**config.mk**
```make
export PLATFORM = sky130hd
export DESIGN_NAME = led_pattern_gen
export DESIGN_NICKNAME = d
export VERILOG_FILES = /design/src/rtl/led_pattern_gen.sv
export SDC_FILE = /design/constraint.sdc
export NUM_CORES = 1
export LEC_CHECK = 0
export BUFFER_PORTS_ARGS = -buffer_cell sky130_fd_sc_hd__buf_2
export CAP_MARGIN = 10
export CORE_MARGIN = 3
export CORE_UTILIZATION = 54
export DETAILED_ROUTE_END_ITERATION = 8
export GPL_TIMING_DRIVEN = 0
export PLACE_DENSITY = 0.77
export SLEW_MARGIN = 0
export SYNTH_ARGS = -nofsm -noshare
export SYNTH_HDL_FRONTEND = slang
export SYNTH_SLANG_ARGS = --single-unit
```
**constraint.sdc**
```tcl
create_clock -name clk -period 2.8 [get_ports clk]
set_input_delay 0.14 -clock clk [delete_from_list [all_inputs] [get_ports clk]]
set_output_delay 0.14 -clock clk [all_outputs]
set_load 0.02 [all_outputs]
```
**src/rtl/led_pattern_gen.sv**
```systemverilog
// LED pattern generator: blink, chase, bounce and binary count patterns stepped by a prescaler.
// Optional output dimming through a free-running PWM counter when LED_PWM_DIM_EN is defined.
module led_pattern_gen #(
    parameter int WIDTH    = 16,
    parameter int DIV      = 150000000,
    parameter int PWM_BITS = 4
) (
    input  logic                clk,
    input  logic                reset,
    input  logic                en,
    input  logic [1:0]          mode,
    input  logic                load,
    input  logic [PWM_BITS-1:0] duty,
    output logic [WIDTH-1:0]    led,
    output logic                tick
);

    localparam int PW = $clog2(DIV);
    localparam logic [PW-1:0] RELOAD = PW'(DIV - 1);

    typedef enum logic [1:0] {
        MODE_BLINK  = 2'b00,
        MODE_CHASE  = 2'b01,
        MODE_BOUNCE = 2'b10,
        MODE_COUNT  = 2'b11
    } mode_t;

    typedef enum logic {
        DIR_LEFT  = 1'b0,
        DIR_RIGHT = 1'b1
    } dir_t;

    logic [PW-1:0]    presc_q, presc_n;
    logic [WIDTH-1:0] pattern_q, pattern_n;
    dir_t             dir_q, dir_n;
    mode_t            mode_q, mode_n;
    logic             tick_n;
    logic             reinit;

    function automatic logic [WIDTH-1:0] init_pattern(input mode_t m);
        logic [WIDTH-1:0] p;
        p = '0;
        if (m == MODE_CHASE || m == MODE_BOUNCE)
            p = WIDTH'(1);
        return p;
    endfunction

    always_ff @(posedge clk or posedge reset) begin
        if (reset) begin
            presc_q   <= RELOAD;
            pattern_q <= '0;
            dir_q     <= DIR_LEFT;
            mode_q    <= MODE_BLINK;
            tick      <= 1'b0;
        end else begin
            presc_q   <= presc_n;
            pattern_q <= pattern_n;
            dir_q     <= dir_n;
            mode_q    <= mode_n;
            tick      <= tick_n;
        end
    end

    // A mode change or load restarts the pattern regardless of en and wins over a due step.
    assign reinit = load || (mode != mode_q);

    always_comb begin
        presc_n   = presc_q;
        pattern_n = pattern_q;
        dir_n     = dir_q;
        mode_n    = mode_q;
        tick_n    = 1'b0;
        if (reinit) begin
            presc_n   = RELOAD;
            pattern_n = init_pattern(mode_t'(mode));
            dir_n     = DIR_LEFT;
            mode_n    = mode_t'(mode);
        end else if (en) begin
            if (presc_q == '0) begin
                presc_n = RELOAD;
                tick_n  = 1'b1;
                case (mode_q)
                    MODE_BLINK: pattern_n = ~pattern_q;
                    MODE_CHASE: pattern_n = {pattern_q[WIDTH-2:0], pattern_q[WIDTH-1]};
                    MODE_BOUNCE: begin
                        // Ends reverse and move one position inward in the same step.
                        if (dir_q == DIR_LEFT) begin
                            if (pattern_q[WIDTH-1]) begin
                                dir_n     = DIR_RIGHT;
                                pattern_n = pattern_q >> 1;
                            end else begin
                                pattern_n = pattern_q << 1;
                            end
                        end else begin
                            if (pattern_q[0]) begin
                                dir_n     = DIR_LEFT;
                                pattern_n = pattern_q << 1;
                            end else begin
                                pattern_n = pattern_q >> 1;
                            end
                        end
                    end
                    default: pattern_n = pattern_q + WIDTH'(1);
                endcase
            end else begin
                presc_n = presc_q - PW'(1);
            end
        end
    end

`ifdef LED_PWM_DIM_EN
    logic [PWM_BITS-1:0] pwm_cnt;
    logic                pwm_on;

    always_ff @(posedge clk or posedge reset) begin
        if (reset)
            pwm_cnt <= '0;
        else
            pwm_cnt <= pwm_cnt + PWM_BITS'(1);
    end

    // All-ones duty must be fully on, which the plain compare cannot reach.
    assign pwm_on = (duty == '1) || (pwm_cnt < duty);
    assign led    = pattern_q & {WIDTH{pwm_on}};
`else
    logic unused_duty;
    assign unused_duty = ^duty;
    assign led         = pattern_q;
`endif

endmodule

```
==> results by group, run 1 <==
Setup path
  – Worst Path Arrival: just under 3 ns
  – Worst Path Buf+Inv: 2
  – Largest fanout on the critical path: 6
  – CP Launch Type: register
  – CP most frequent cell: or4_4
  – Worst endpoint required time: 3.03 ns
  – Kind of critical path: register to register
  – Critical-path cell list: or4_4 > or4_4 > buf_6 > or4_1 > buf_4 > or3_1 > a21oi_1
  – Worst reg2reg setup slack: 0.09 ns
  – Element type at the critical path end: register
  – Max incr delay on CP: about 0.53 ns
  – Delay-heaviest family, CP: simple AND/OR/NAND/NOR gates
  – Worst path slowest cell: or4_4

Routing
  – Drt via density: 6.349
  – DRC Markers: 0
  – Pre-Repair DR Iteration Count: 5
  – Post-DR wirelength/cell: 17.29 um
  – Post-Route WL: 8731 um
  – Routed Antenna Nets: 0
  – Starting DRT DRC Count: 441
  – Via Count: 3,206

GRT
  – Largest net degree at the start of global routing: 38
  – Grt total ovfl: 0
  – Initial antenna violation count: 0
  – First-pass GRT wire length: about 15,000 um
  – Overall routing resource usage: 26.09%
  – Vias in the first global route: 3,003

Logic synthesis
  – Syn_nets: a little over 400
  – Yosys Warn Count: 0
  – Share of synthesized registers carrying an async set or reset: 100.0%
  – Synth area leader: dfrtp_1
  – Top post-synthesis cells by area: dfrtp_1 25%, dfstp_2 13%, xnor2_1 5.7%
  – XOR/XNOR Fraction of Synth Area: 6.746%
  – Post-synth EDFFs: 0
  – Post-Syn Area: 3246 um^2
  – Mux contribution to synthesized area: 2.313%
  – Simple-gate share of the synthesized area: 26.48%
  – Sequential share of the synthesized area: 37.63%
  – Synthesized flop and latch total: 48
  – Top-area cell type share of the netlist area: 24.67%
  – Post-synth cell types: 48
  – Main flop type after synthesis: dfrtp_1
  – Cells after synthesis: 397
  – Largest family of logic cells by synthesized area: simple AND/OR/NAND/NOR gates
  – Adder-cell area share of the yosys netlist: under 10%
  – Syn_area_per_cell: 8.175 um^2
  – Compound-gate portion of the synthesized area: 20.32%

Power and ir drop
  – Max IR drop VDD: 291.1 uV
  – Pwr dens: 394.4 nW/um^2
  – Leakage: 1.377 nW

CTS
  – H-tree Lvls: 2
  – Clock slew at reported path FFs: 0.09 ns
  – Total CTS buffers: 5
  – Clock latency on the worst-skew pair: 0.31 ns
  – CTS Buffer Depth: 2
  – CTS tree: done
  – Clk sinks: between 40 and 50
  – Root Buffer: clkbuf_8

Timing
  – Post-Route Setup TNS: 0 ns
  – Clock period minus worst slack: 2.713 ns
  – Clock skew: around 0.011 ns
  – Max Fclk: between 300 and 400 MHz
  – Fin. max-slew vios: 0
  – Worst-margin pin slew: 0.8714 ns
  – Final Setup Violations: 0
  – Slew margin rel.: 41.37%
  – Final Cycle Share: 96.90%
  – Hold Vio Cnt, Final: 0

Placed design
  – Buffers on Ports: 21
  – Post-DP HPWL: 6023 um
  – Placed cells: 492
  – GPL Wtd Cong: 1.001

Die
  – Die Y: around 84 um
  – Starting Density: 57.19%
  – Die width: 83.53 um
  – Row cnt: 27
  – # IOs: 27
  – DIE AREA: approximately 7000 um^2
  – Core Area: 5675 um^2

Cells and area
  – Share of cells above drive strength 1: 15.24%
  – Post-route non-filler standard cell count: 505
  – Area Growth Syn to Fin: 13.07%
  – Nets: 447
  – N_diodes: 0

Run
  – Max capacitance violation total: 0

Outcome
  – Status: completed

Hold path
  – Hold crit path type: input port to register
==> per-stage QoR <==
step / total power, mW / instance area, um^2 / hold slack (ns) / setup slack, ns / util [%]
6_report: 1.447 / 3670 / 0.05884 / 0.08668 / 64.66
5_1_grt: 1.512 / 3670 / 0.06326 / -0.003141 / 64.66
4_1_cts: 1.451 / 3638 / 0.06206 / 0.04751 / 64.11
3_5_place_dp: 0.8580 / 3476 / 0.1016 / -0.1548 / 61.24
3_3_place_gp: 0.8503 / 3441 / 0.3750 / -0.1461 / 60.63
2_1_floorplan: 0.8124 / 3246 / 0.2376 / 0.2230 / -
==> layout by cell type, fill, tap and decap left out, types with 5 or more instances in the layout <==
| cell type | synthesis | routed |
|---|---|---|
| o21ai_0 | 22 | 22 |
| xnor2_1 | 21 | 21 |
| nor2_1 | 33 | 33 |
| buf_2 | 3 | 22 |
| inv_1 | 9 | 8 |
| dfstp_2 | 16 | 16 |
| or4_1 | 7 | 5 |
| clkbuf_8 | 0 | 5 |
| nor3_1 | 20 | 20 |
| a21oi_1 | 26 | 26 |
| nand2_1 | 38 | 38 |
| buf_4 | 0 | 7 |
| dfrtp_1 | 32 | 32 |
| clkbuf_1 | 27 | 26 |
| nor2b_1 | 7 | 7 |
| or3_1 | 8 | 8 |
| a31oi_1 | 7 | 7 |
| a211oi_1 | 9 | 9 |
| nand2b_1 | 8 | 8 |
| nand3_1 | 19 | 19 |
| nor4_1 | 15 | 15 |
==> flip-flops by register name, indices dropped and copies added (netlist names) <==
name / flops
led: 16
tick: 1
mode_q: 2
dir_q: 1
presc_q: 28
==> power by group <==
part	internal, mW	switching, mW	total [mW]
registers	0.699	0.00461	0.703
clock network	0.352	0.246	0.598
logic	0.0436	0.103	0.146
==> cell families after synthesis <==
family	Yosys count
mux	7
fa+ha+maj	4
compound gates	102
buf+inv	42
flops	48
xor+xnor	25
simple gates	169
==> cell usage after synthesis (4+ instances only) <==
master	n
nor4_1	15
a211o_1	4
xnor2_1	21
nor3_1	20
o21ai_0	22
nor2_1	33
mux2_2	4
or3_1	8
o211ai_1	4
a21oi_1	26
nand2_1	38
dfstp_2	16
a31oi_1	7
a311oi_1	4
and3_1	4
dfrtp_1	32
ha_1	4
or4_1	7
nand3_1	19
clkbuf_1	27
nand2b_1	8
nor2b_1	7
xor2_1	4
inv_1	9
a211oi_1	9
==> path summary, 6_finish.rpt <==
kind | from | end | cells past startpoint
setup / recovery | presc_q[20] | dir_q | 7
hold / removal | mode[0] | mode_q[0] | 2
setup reg to reg | presc_q[20] | dir_q | 7
hold reg to reg | presc_q[26] | presc_q[26] | 1
max in group asynchronous | reset | presc_q[20] | 4
min in group asynchronous | reset | led[12] | 3
==> metal layers <==
metal	global-route usage [%]	wire [um]	vias to the layer above
met2	37.32	3759	188
met5	0	0	-
met4	6.725	141	0
met3	6.417	850	18
li1	-	-	1518
met1	39.40	3979	1482
==> cell type report <==
class                      count  area, um^2
fill                         501        2006
multi-input combinational    307        1878
sequential                    48        1221
timing repair buffer          29       180.2
buffer                        33       137.6
tap                           72       90.09
clock buffer                   5       68.82
clock inverter                 2       60.06
inverter                       9       33.78
==> repair_timing <==
action                                 in CTS  in global routing
setup endpoints to repair                  24                  1
pin swaps                                   1                  0
resized for setup                           1                  7
hold buffers                                1                  0
endpoints found under the hold margin      11                  0
setup buffers                               3                  2
(Power assumes the default switching activity.)
==> run 2: changes to the inputs <==
--- a/config.mk
+++ b/config.mk
@@ -7,11 +7,13 @@
 export LEC_CHECK = 0
 export BUFFER_PORTS_ARGS = -buffer_cell sky130_fd_sc_hd__buf_2
 export CAP_MARGIN = 10
-export CORE_MARGIN = 3
-export CORE_UTILIZATION = 54
+export CORE_MARGIN = 2
+export CORE_UTILIZATION = 55
+export CTS_BUF_LIST = sky130_fd_sc_hd__clkbuf_8
 export DETAILED_ROUTE_END_ITERATION = 8
 export GPL_TIMING_DRIVEN = 0
-export PLACE_DENSITY = 0.77
+export PLACE_DENSITY = 0.78
+export SETUP_SLACK_MARGIN = 0.3
 export SLEW_MARGIN = 0
 export SYNTH_ARGS = -nofsm -noshare
 export SYNTH_HDL_FRONTEND = slang
==> run 2 against run 1 <==
Largest power group unchanged. Routed wire length rose by 5.5%. Worst hold slack better by 0.013 ns. Via count rose by 2.7%. Clock power increased by 3%. Global-route usage up 3.1 points. Flip-flop and latch count unchanged. Clock skew is 0.0032 ns lower. Critical path depth unchanged. Core utilization grew 3.5 points. Die area fell by 6.4%. Final area up 4.2%.
==> results by group, run 2 (synthesis results as in run 1) <==
Power and ir drop
  – Sw frac: 25.02%
  – Max IR drop VDD: 414.2 uV
  – Pwr dens: 385.2 nW/um^2
  – Final Power: 1.473 mW
  – P_int: roughly 1.1 mW
  – Comb pwr share: about a tenth
  – Sequential power share: 47.8%
  – Clock power share: 41.9%
  – Leakage: 1.452 nW
  – Net switching power: ~0.37 mW

Routing
  – Drt via density: 6.390
  – Starting DRT DRC Count: 320
  – Post-DR wirelength/cell: roughly 18 um
  – Pre-Repair DR Iteration Count: 6
  – DRC Markers: 0
  – Post-Route WL: just over 9000 um
  – Via Count: around 3,300
  – Routed Antenna Nets: 0

Run
  – Max capacitance violation total: 0

CTS
  – Root Buffer: clkbuf_8
  – Clk sinks: 48
  – CTS tree: done
  – Clock latency on the worst-skew pair: 0.31 ns
  – H-tree Lvls: 2
  – Clock slew at reported path FFs: 0.09 ns
  – Total CTS buffers: 5
  – CTS Buffer Depth: 2

Cells and area
  – Nets: 456
  – Most flop-heavy register: presc_q
  – Area Growth Syn to Fin: 17.81%
  – Most frequent cells in the layout: 37 x nand2_1, 32 x nor2_1, 32 x dfrtp_1, 26 x a21oi_1, 24 x clkbuf_1
  – Finished Core Util: 68.18%
  – Fill count: 476
  – Commonest non-fill, non-tap cell in the layout: nand2_1
  – N_diodes: 0
  – Max FFs per register: 28
  – Share of cells above drive strength 1: between 10% and 20%

GRT
  – Grt total ovfl: 0
  – Overall routing resource usage: 29.24%
  – Met2 GRT Util: 47.44%
  – GR peak layer: met2
  – First-pass GRT wire length: 14,750 um
  – Met1 global-route usage: 38.70%
  – Largest net degree at the start of global routing: 35
  – Initial antenna violation count: 0
  – Met3 Resource Use GR: 5.000%
  – Vias in the first global route: 3,008

Setup path
  – Worst Path Arrival: 2.86 ns
  – Largest fanout on the critical path: 5
  – Worst reg2reg setup slack: 0.17 ns
  – Element type at the critical path end: register
  – Worst endpoint required time: ~3.0 ns
  – Kind of critical path: register to register
  – CP Launch Type: register

Die
  – Row cnt: 27
  – Core Area: 5608 um^2
  – Die width: 80.82 um
  – # IOs: 27
  – DIE AREA: 6532 um^2
  – Die Y: a little over 80 um
  – Starting Density: 57.88%

Hold path
  – Hold crit path type: input port to register

Placed design
  – Place WS: -0.03563 ns
  – GPL Wtd Cong: 0.9614
  – Buffers on Ports: 21
  – Post-DP HPWL: ~6200 um

Timing
  – Max Fclk: 380.0 MHz
  – Hold Vio Cnt, Final: 0
  – Worst-margin pin slew: 0.8915 ns
  – Clock period minus worst slack: roughly 2.6 ns
  – Final Cycle Share: 93.98%
  – Final Setup Violations: 0
  – Post-Route Setup TNS: 0 ns
  – Unrepaired setup endpoints after global routing: yes
  – Setup WS post-layout: around 0.17 ns
  – Slew margin rel.: 40.11%
  – Minimum hold slack: 0.07231 ns
  – Clock skew: 0.008150 ns
  – Fin. max-slew vios: 0

Outcome
  – Status: completed
## run 2: cell types whose count changed in the layout (fill, tap and decap cells not counted), sizes merged
| cell | previous run | this run |
|---|---|---|
| inv | 9 | 10 |
| buf | 34 | 43 |
## run 2: critical path, cell delays in order, from the launching register on
cell and delay [ns]:
dfstp_2 0.38, or4_4 0.53, or4_4 0.43, buf_6 0.14, or4_4 0.47, buf_6 0.15
or3_1 0.34, a21oi_1 0.13
## run 2: metrics by stage
| step | cell area [um^2] | std cells |
|---|---|---|
| 2_1_floorplan | 3246 | 397 |
| 3_3_place_gp | 3441 | 490 |
| 3_5_place_dp | 3476 | 492 |
| 4_1_cts | 3702 | 508 |
| 5_1_grt | 3824 | 515 |
| 6_report | 3824 | 515 |
## run 2: path summary, 6_finish.rpt
| check | to | start | depth (start not counted) |
|---|---|---|---|
| worst max-delay path | dir_q | presc_q[20] | 7 |
| worst min-delay path | mode_q[1] | mode[1] | 2 |
| worst max register to register | dir_q | presc_q[20] | 7 |
| worst min register to register | presc_q[26] | presc_q[26] | 1 |
| max in group asynchronous | presc_q[1] | reset | 4 |
| min in group asynchronous | led[11] | reset | 3 |
## run 2: area by class of cell
cell class / count / area (um^2) / share of cell area [%]
Clock buffer: 5 / 68.82 / 1.800
Tap cell: 72 / 90.09 / 2.356
Buffer: 33 / 161.4 / 4.221
Timing Repair Buffer: 38 / 269.0 / 7.035
Sequential cell: 48 / 1221 / 31.94
Clock inverter: 3 / 68.82 / 1.800
Multi-Input combinational cell: 307 / 1911 / 49.97
Inverter: 9 / 33.78 / 0.8835
## run 2: power by group through the flow
stage	sequential (mW)	combinational (mW)	clock [mW]
final	0.704	0.152	0.617
after detailed placement	0.717	0.142	0
after CTS	0.704	0.145	0.621
after floorplan	0.717	0.0951	0
after global routing	0.705	0.167	0.645
after global placement	0.716	0.136	0
## run 2: metal layers
| metal | up-vias | wire length, um |
|---|---|---|
| li1 | 1540 | - |
| met1 | 1534 | 3899 |
| met2 | 189 | 4460 |
| met3 | 28 | 667 |
| met4 | 0 | 187 |
| met5 | - | 0 |
## run 2: what timing repair did
| item | in CTS | in global routing |
|---|---|---|
| endpoints found under the setup margin | 41 | 40 |
| hold buffers | 1 | 0 |
| hold endpoints to repair | 14 | 0 |
| gates cloned | 0 | 1 |
| buffers inserted | 7 | 6 |
| resized for setup | 8 | 21 |
| pin swaps | 3 | 5 |
